==> config.mk <==
export PLATFORM = sky130hd
export DESIGN_NAME = iob_reg_wr_arb
export DESIGN_NICKNAME = d
export VERILOG_FILES = /design/src/rtl/iob_reg_wr_arb_pkg.sv /design/src/rtl/iob_reg_car.sv /design/src/rtl/iob_reg_wr_arb.sv
export SDC_FILE = /design/constraint.sdc
export NUM_CORES = 1
export LEC_CHECK = 0
export ABC_AREA = 1
export BUFFER_PORTS_ARGS = -buffer_cell sky130_fd_sc_hd__buf_4
export CAP_MARGIN = 25
export CORE_ASPECT_RATIO = 1.1
export CORE_MARGIN = 3
export CORE_UTILIZATION = 46
export CTS_CLUSTER_DIAMETER = 200
export DETAILED_ROUTE_END_ITERATION = 12
export MAX_ROUTING_LAYER = met4
export PLACE_DENSITY_LB_ADDON = 0.15
export SYNTH_ARGS = -nofsm -noshare
export SYNTH_HDL_FRONTEND = slang
export SYNTH_SLANG_ARGS = --single-unit
==> constraint.sdc <==
create_clock -name clk_i -period 1.77 [get_ports clk_i]
set_input_delay 0 -clock clk_i [delete_from_list [all_inputs] [get_ports clk_i]]
set_output_delay 0 -clock clk_i [all_outputs]
set_load 0.1 [all_outputs]
==> src/rtl/iob_reg_wr_arb_pkg.sv <==
// Shared state encoding for the register-write arbiter.
package iob_reg_wr_arb_pkg;

    localparam int STATE_W = 2;

    typedef logic [STATE_W-1:0] state_t;

    localparam state_t ST_IDLE  = 2'd0;
    localparam state_t ST_WRITE = 2'd1;
    localparam state_t ST_ACK   = 2'd2;

endpackage

==> src/rtl/iob_reg_car.sv <==
// Register with clock enable, active-high async reset and synchronous clear.
module iob_reg_car #(
    parameter int                DATA_W  = 32,
    parameter logic [DATA_W-1:0] RST_VAL = '0
) (
    input  logic              clk_i,
    input  logic              arst_i,
    input  logic              cke_i,
    input  logic              rst_i,
    input  logic [DATA_W-1:0] data_i,
    output logic [DATA_W-1:0] data_o
);

    // Clear wins over enable so an aborted write cannot land.
    always_ff @(posedge clk_i or posedge arst_i) begin
        if (arst_i) begin
            data_o <= RST_VAL;
        end else if (rst_i) begin
            data_o <= RST_VAL;
        end else if (cke_i) begin
            data_o <= data_i;
        end
    end

endmodule

==> src/rtl/iob_reg_wr_arb.sv <==
// N-requester arbiter for one shared register: IDLE -> WRITE -> ACK.
// Define IOB_REG_WR_ARB_RR_EN for round-robin; default is fixed priority (lowest index).
module iob_reg_wr_arb
    import iob_reg_wr_arb_pkg::*;
#(
    parameter int                N_REQ   = 4,
    parameter int                DATA_W  = 32,
    parameter logic [DATA_W-1:0] RST_VAL = '0
) (
    input  logic                    clk_i,
    input  logic                    arst_n_i,
    input  logic                    cke_i,
    input  logic                    rst_i,
    input  logic [N_REQ-1:0]        req_valid_i,
    input  logic [N_REQ*DATA_W-1:0] req_data_i,
    output logic [N_REQ-1:0]        req_ready_o,
    output logic [N_REQ-1:0]        grant_o,
    output logic                    busy_o,
    output logic [DATA_W-1:0]       data_o
);

    localparam int IDX_W = $clog2(N_REQ);

    state_t            state_q, state_d;
    logic [IDX_W-1:0]  win_q, win_d;
    logic              req_any;
    logic [DATA_W-1:0] wr_data;

    assign req_any = |req_valid_i;
    assign wr_data = req_data_i[int'(win_q)*DATA_W +: DATA_W];

`ifdef IOB_REG_WR_ARB_RR_EN
    logic [IDX_W-1:0] ptr_q;

    // Search wraps from the pointer; the first valid requester wins.
    always_comb begin
        int  idx;
        logic found;
        win_d = '0;
        found = 1'b0;
        idx   = 0;
        for (int i = 0; i < N_REQ; i++) begin
            idx = int'(ptr_q) + i;
            if (idx >= N_REQ) idx = idx - N_REQ;
            if (!found && req_valid_i[idx]) begin
                win_d = IDX_W'(idx);
                found = 1'b1;
            end
        end
    end

    always_ff @(posedge clk_i or negedge arst_n_i) begin
        if (!arst_n_i) begin
            ptr_q <= '0;
        end else if (cke_i) begin
            if (rst_i) begin
                ptr_q <= '0;
            end else if (state_q == ST_ACK) begin
                ptr_q <= (win_q == IDX_W'(N_REQ-1)) ? '0 : win_q + 1'b1;
            end
        end
    end
`else
    always_comb begin
        win_d = '0;
        for (int i = N_REQ-1; i >= 0; i--) begin
            if (req_valid_i[i]) win_d = IDX_W'(i);
        end
    end
`endif

    always_ff @(posedge clk_i or negedge arst_n_i) begin
        if (!arst_n_i) begin
            state_q <= ST_IDLE;
            win_q   <= '0;
        end else if (cke_i) begin
            if (rst_i) begin
                state_q <= ST_IDLE;
                win_q   <= '0;
            end else begin
                state_q <= state_d;
                if (state_q == ST_IDLE && req_any) win_q <= win_d;
            end
        end
    end

    always_comb begin
        state_d = state_q;
        case (state_q)
            ST_IDLE:  if (req_any) state_d = ST_WRITE;
            ST_WRITE: state_d = ST_ACK;
            ST_ACK:   state_d = ST_IDLE;
            default:  state_d = ST_IDLE;
        endcase
    end

    // Grant spans WRITE and ACK; ready only in ACK.
    always_comb begin
        grant_o     = '0;
        req_ready_o = '0;
        busy_o      = (state_q != ST_IDLE);
        if (state_q != ST_IDLE) grant_o[win_q] = 1'b1;
        if (state_q == ST_ACK)  req_ready_o[win_q] = 1'b1;
    end

    iob_reg_car #(
        .DATA_W  (DATA_W),
        .RST_VAL (RST_VAL)
    ) u_shared_reg (
        .clk_i  (clk_i),
        .arst_i (~arst_n_i),
        .cke_i  (cke_i & (state_q == ST_WRITE)),
        .rst_i  (cke_i & rst_i),
        .data_i (wr_data),
        .data_o (data_o)
    );

endmodule
==> results of run 1 <==
## synth_stat cells (all sizes together)
cell type / instances
nor2: 15
dfrtp: 36
nand3: 131
nand4: 1
or2: 1
and2: 1
nand2: 147
clkbuf: 2
a21oi: 1
buf: 35
o21ai: 34
inv: 7
## tightest hold or removal path, delay by kind of cell
family,cells,cell delay (ns)
simple gates,3,0.17
buf+inv,1,0.08
compound gates,1,0.05
## how the worst min path moves through the flow
stage / start / endpoint / slack, ns / depth (start not counted)
after floorplan: arst_n_i / state_q[0] / -0.30 / 0
after detailed placement: arst_n_i / u_shared_reg.data_o[10] / -0.0009 / 1
final: req_data_i[0] / u_shared_reg.data_o[0] / 0.04 / 5
after global routing: req_data_i[31] / u_shared_reg.data_o[31] / 0.04 / 5
after CTS: req_data_i[14] / u_shared_reg.data_o[14] / 0.03 / 5
after global placement: arst_n_i / u_shared_reg.data_o[10] / -0.009 / 1
## cell type report
type                            count  area (sq um)  share of cell area
Clock buffer                        8          90.1              0.0222
Inverter                            7          26.3             0.00647
Multi-Input combinational cell    331          1480               0.363
Sequential cell                    36           903               0.222
Tap cell                           75          93.8              0.0231
Timing Repair Buffer              192          1470               0.363
## stage by stage
stage	instance area, sq um	worst slack (ns)
CTS	4060	0.204
detailed placement	3940	0.353
floorplan	2670	-0.356
global placement	3940	0.413
global route	4060	0.115
finish	4060	0.217
## sequential cells by signal (all words and copies together) (netlist names)
| name | count |
|---|---|
| state_q | 2 |
| win_q | 2 |
| u_shared_reg.data_o | 32 |
## timing repair
item                      4_1_cts  5_1_grt
setup buffers                   0        0
hold endpoints to repair       38        0
hold buffers                    3        0
## cells by family (layout without fill, tap and decap cells)
| group | Yosys count | count (layout) | synth area share |
|---|---|---|---|
| buf+inv | 44 | 207 | 0.110 |
| simple gates | 296 | 296 | 0.484 |
| flops | 36 | 36 | 0.340 |
| compound gates | 35 | 35 | 0.0661 |
## metal layers
layer	track usage	up-vias	part of all wire
li1	-	1685	-
met1	0.331	1572	0.39
met2	0.467	170	0.52
met3	0.0567	22	0.070
met4	0.103	0	0.025
met5	-	-	0
## report_power, final
part / internal, uW / switching [uW]
Sequential: 912 / 61.4
Clock: 318 / 298
Combinational: 501 / 1200
==> run summary, run 1 <==
die area: 0.00671 sq mm
achievable clock frequency: 644 MHz
fin nets: 709
Crit path depth: 4
DP Wirelength: 6780 microns
synthesized area: 0.00265 sq mm
post-CTS sizing: 0
critical path's slowest cell: dfrtp_2
Final setup viols: 0
min Tclk post-route: 1.55 ns
FF-to-FF Start: win_q[1]
post-route setup TNS: 0 ns
Design Power: 3290 uW
cells on worst reg2reg path: 6
Routed Antenna Nets: 0
Rel. slew slack: 0.674
Hold WC Path Type: primary input to flop
Mapped Cells: 411
status: finished clean
Synthesis Warnings: 0
clock latency on the worst-skew pair: 0.28 ns
total overflow reported by the global router: 0
# fillers: 477
Leakage: 0.00238 uW
worst hold slack: 0.0391 ns
Post-Syn Nets: 547
first-pass GRT wire length: 14700 microns
Yosys reg bits: 36
TritonCTS clock tree: done
initial antenna violation count: 0
CTS Buffer Depth: 2
delay-heaviest family, CP: buffers and inverters
Worst R2R Setup Slack: 0.33 ns
sequential share of the synthesized area: 0.340
Routability Congestion: 0.857
WP buf/inv: 2
top cells by area, synth: dfrtp_1 34%, nand3_1 25%, nand2_1 21%
diode count: 0
Final Skew: 0.00296 ns
crit path to: req_ready_o[0]
vias per cell: 5.31
measured slew at the worst slew-check pin: 0.490 ns
RSZ-0062 raised after global routing: false
WL final: 9230 microns
Layout area overhead: 53.3%
Worst path max stage delay: 0.42 ns
maxcap violations: 0
Final Hold Viols: 0
final period utilization: 0.877
crit path launch: win_q[0]
clk sinks: 36
post-route insts no fill: 649
Core Region: 0.00547 sq mm
row count: 28
Slew Viols, Final: 0
drt initial violations: 263
I/O pin cnt: 177
vias in the first global route: 3228
final core occ: 0.743
crit path cell chain: inv_2 > nand2_1 > nor2_2 > buf_4
mean cell area of the mapped netlist: 6.45 sq um
reg-to-reg endpoint: u_shared_reg.data_o[19]
Vias: 3449
Crit. End Element: output port
Synth cell types: 16
DR DRC count: 0
element type at the critical path start: flop
CTS buffer count: 5
initial core utilization: 0.485
area leader, netlist: dfrtp_1
CP Data Arrival Time: 1.55 ns
H-tree depth: 2
Pre-Repair DR Iteration Count: 4
IO Port Bufs: 176
largest net degree at the start of global routing: 52
layout cell share with drive strength beyond 1: 0.361
worst-path maximum fanout: 19
Root Driver: clkbuf_8
top-area cell type share of the netlist area: 0.340
commonest non-fill, non-tap cell in the layout: buf_4
total track usage: 0.279
die height: 85.6 microns
dpl cells: 638
PD cells: 809 mW/mm^2
Die Span X: 78.4 microns
routed len/inst: 14.2 microns
Worst-path clk slew: 0.07 ns
most frequent cells in the layout: 187 x buf_4, 147 x nand2_1, 131 x nand3_1
VDD IR-drop max: 0.645 mV
crit path kind: flop to output port
Worst EP required: 1.77 ns
No activity file was read; power rests on OpenSTA's default activity.
==> inputs of run 2 (changes only) <==
Settings changed: CTS_BUF_LIST from default to sky130_fd_sc_hd__clkbuf_16, SETUP_SLACK_MARGIN from default to 0.4.
==> run 2 against run 1 <==
- non-clock buffer count rose by 7
- via count is 3.1% higher
- sequential share of layout area is 1.9 points lower
- design area is 9.5% higher
- combinational power is 10% higher
- final cell count rose by 1.1%
- maximum frequency is 16% higher
- routed wire length is 10% higher
- setup slack better by 0.21 ns
- critical path depth unchanged
- first-iteration DRC count grew 12%
- critical endpoint is now grant_o[1]
==> run summary, run 2 (synthesis results as in run 1) <==
status: finished clean (unchanged)
initial antenna violation count: 0 (unchanged)
combinational power share: 0.506 (was 0.517)
Final Skew: 0.00528 ns (was 0.00296 ns)
vias per cell: 5.42 (was 5.31)
RSZ-0062 raised after global routing: true (was false)
row count: 28 (unchanged)
total overflow reported by the global router: 0 (unchanged)
Sw Ratio: 0.451 (was 0.474)
Worst-path clk slew: 0.06 ns (was 0.07 ns)
die area: 0.00671 sq mm (unchanged)
clock latency on the worst-skew pair: 0.27 ns (was 0.28 ns)
Die Span X: 78.4 microns (unchanged)
sequential power share: 0.265 (was 0.296)
maxcap violations: 0 (unchanged)
WL final: 10200 microns (was 9230 microns)
DP Wirelength: 7000 microns (was 6780 microns)
I/O pin cnt: 177 (unchanged)
TritonCTS clock tree: done (unchanged)
clk sinks: 36 (unchanged)
DR DRC count: 0 (unchanged)
drt initial violations: 295 (was 263)
post-route setup TNS: 0 ns (unchanged)
IO Port Bufs: 176 (unchanged)
min Tclk post-route: 1.34 ns (was 1.55 ns)
measured slew at the worst slew-check pin: 0.451 ns (was 0.490 ns)
Routed Antenna Nets: 0 (unchanged)
Core Region: 0.00547 sq mm (unchanged)
pre-CTS setup slack: 0.288 ns (was 0.353 ns)
die height: 85.6 microns (unchanged)
# fillers: 405 (was 477)
crit path kind: flop to output port (unchanged)
Design Power: 3690 uW (was 3290 uW)
Largest regs: u_shared_reg.data_o x32, state_q x2, win_q x2 (unchanged)
H-tree depth: 2 (unchanged)
first-pass GRT wire length: 15300 microns (was 14700 microns)
max reg flops: 32 (unchanged)
total track usage: 0.292 (was 0.279)
Final setup viols: 0 (unchanged)
Worst Hold Path Cells: 2 (was 5)
Worst Slack Setup Final: 0.431 ns (was 0.217 ns)
initial core utilization: 0.485 (unchanged)
Vias: 3555 (was 3449)
PD cells: 831 mW/mm^2 (was 809 mW/mm^2)
Leakage: 0.00251 uW (was 0.00238 uW)
diode count: 0 (unchanged)
worst-path maximum fanout: 10 (was 19)
internal power: 2030 uW (was 1730 uW)
VDD IR-drop max: 0.522 mV (was 0.645 mV)
cells on worst reg2reg path: 6 (unchanged)
vias in the first global route: 3283 (was 3228)
multi-input logic area: 0.00156 sq mm (was 0.00148 sq mm)
commonest non-fill, non-tap cell in the layout: buf_4 (unchanged)
achievable clock frequency: 747 MHz (was 644 MHz)
CTS Buffer Depth: 2 (unchanged)
CTS buffer count: 5 (unchanged)
Rel. slew slack: 0.699 (was 0.674)
Hold WC Path Type: primary input to flop (unchanged)
largest net degree at the start of global routing: 38 (was 52)
sequential cell area: 903 sq um (unchanged)
CP Data Arrival Time: 1.34 ns (was 1.55 ns)
Final Hold Viols: 0 (unchanged)
Root Driver: clkbuf_16 (was clkbuf_8)
Largest Register: u_shared_reg.data_o (unchanged)
element type at the critical path start: flop (unchanged)
Layout area overhead: 67.8% (was 53.3%)
Slew Viols, Final: 0 (unchanged)
routed len/inst: 15.6 microns (was 14.2 microns)
most frequent cells in the layout: 177 x buf_4, 141 x nand2_1, 128 x nand3_1 (was 187 x buf_4, 147 x nand2_1, 131 x nand3_1)
layout cell share with drive strength beyond 1: 0.399 (was 0.361)
final period utilization: 0.756 (was 0.877)
Routability Congestion: 0.850 (was 0.857)
Pre-Repair DR Iteration Count: 4 (unchanged)
fin nets: 716 (was 709)
clock group share of total power: 0.229 (was 0.187)
Worst EP required: 1.77 ns (about the same)
Crit. End Element: output port (unchanged)
final core occ: 0.814 (was 0.743)
Net Switching: 1670 uW (was 1560 uW)
[run 2: cell count changes in the layout (fill, tap and decap cells not counted), sizes merged]
cell and delta:
clkbuf -1, clkinv +3, dlygate4sd3 -2, buf +7
[run 2: stage by stage]
step	std cells	hold WS (ns)	cell area, sq um
after CTS	648	0.00600	4280
final	656	0.00528	4450
after floorplan	411	-0.296	2710
after global routing	656	0.0138	4450
after detailed placement	637	-0.0154	3990
after global placement	637	-0.0181	3990
[run 2: final cells by class]
class	count	share of cell area
tap	75	0.0211
timing repair buffer	199	0.384
multi-input combinational	331	0.351
sequential	36	0.203
clock inverter	3	0.00422
inverter	7	0.00816
clock buffer	5	0.0281
[run 2: repair_timing]
| item | 4_1_cts | 5_1_grt |
|---|---|---|
| endpoints found under the setup margin | 29 | 35 |
| hold buffers | 1 | 0 |
| pin swaps | 0 | 8 |
| resized for setup | 27 | 21 |
| setup buffers | 1 | 6 |
| cloned | 1 | 2 |
| hold endpoints to repair | 36 | 0 |
[run 2: final timing paths]
| kind | startpoint | endpoint | slack, ns |
|---|---|---|---|
| setup / recovery | win_q[1] | grant_o[1] | 0.43 |
| hold / removal | rst_i | state_q[1] | 0.005 |
| setup reg to reg | win_q[0] | u_shared_reg.data_o[28] | 0.47 |
| hold reg to reg | u_shared_reg.data_o[16] | u_shared_reg.data_o[16] | 0.47 |
| max in group asynchronous | arst_n_i | win_q[0] | 1.21 |
| min in group asynchronous | arst_n_i | u_shared_reg.data_o[6] | 0.22 |
[run 2: power by group through the flow]
stage | registers (uW) | clock network, uW | logic [uW]
final | 979 | 844 | 1870
after global routing | 989 | 884 | 1970
after CTS | 976 | 854 | 1790
after detailed placement | 983 | 0 | 1730
after global placement | 983 | 0 | 1700
after floorplan | 1560 | 0 | 646
[run 2: per-layer routing]
layer	part of all wire	global-route usage
met3	0.072	0.0525
met4	0.026	0.0954
met1	0.39	0.352
met5	0	-
met2	0.51	0.495
[run 2: critical path: stages (launching register included)]
cell and delay (ns):
dfrtp_2 0.46, inv_4 0.16, nand2_2 0.12, nor2_4 0.11, buf_8 0.20
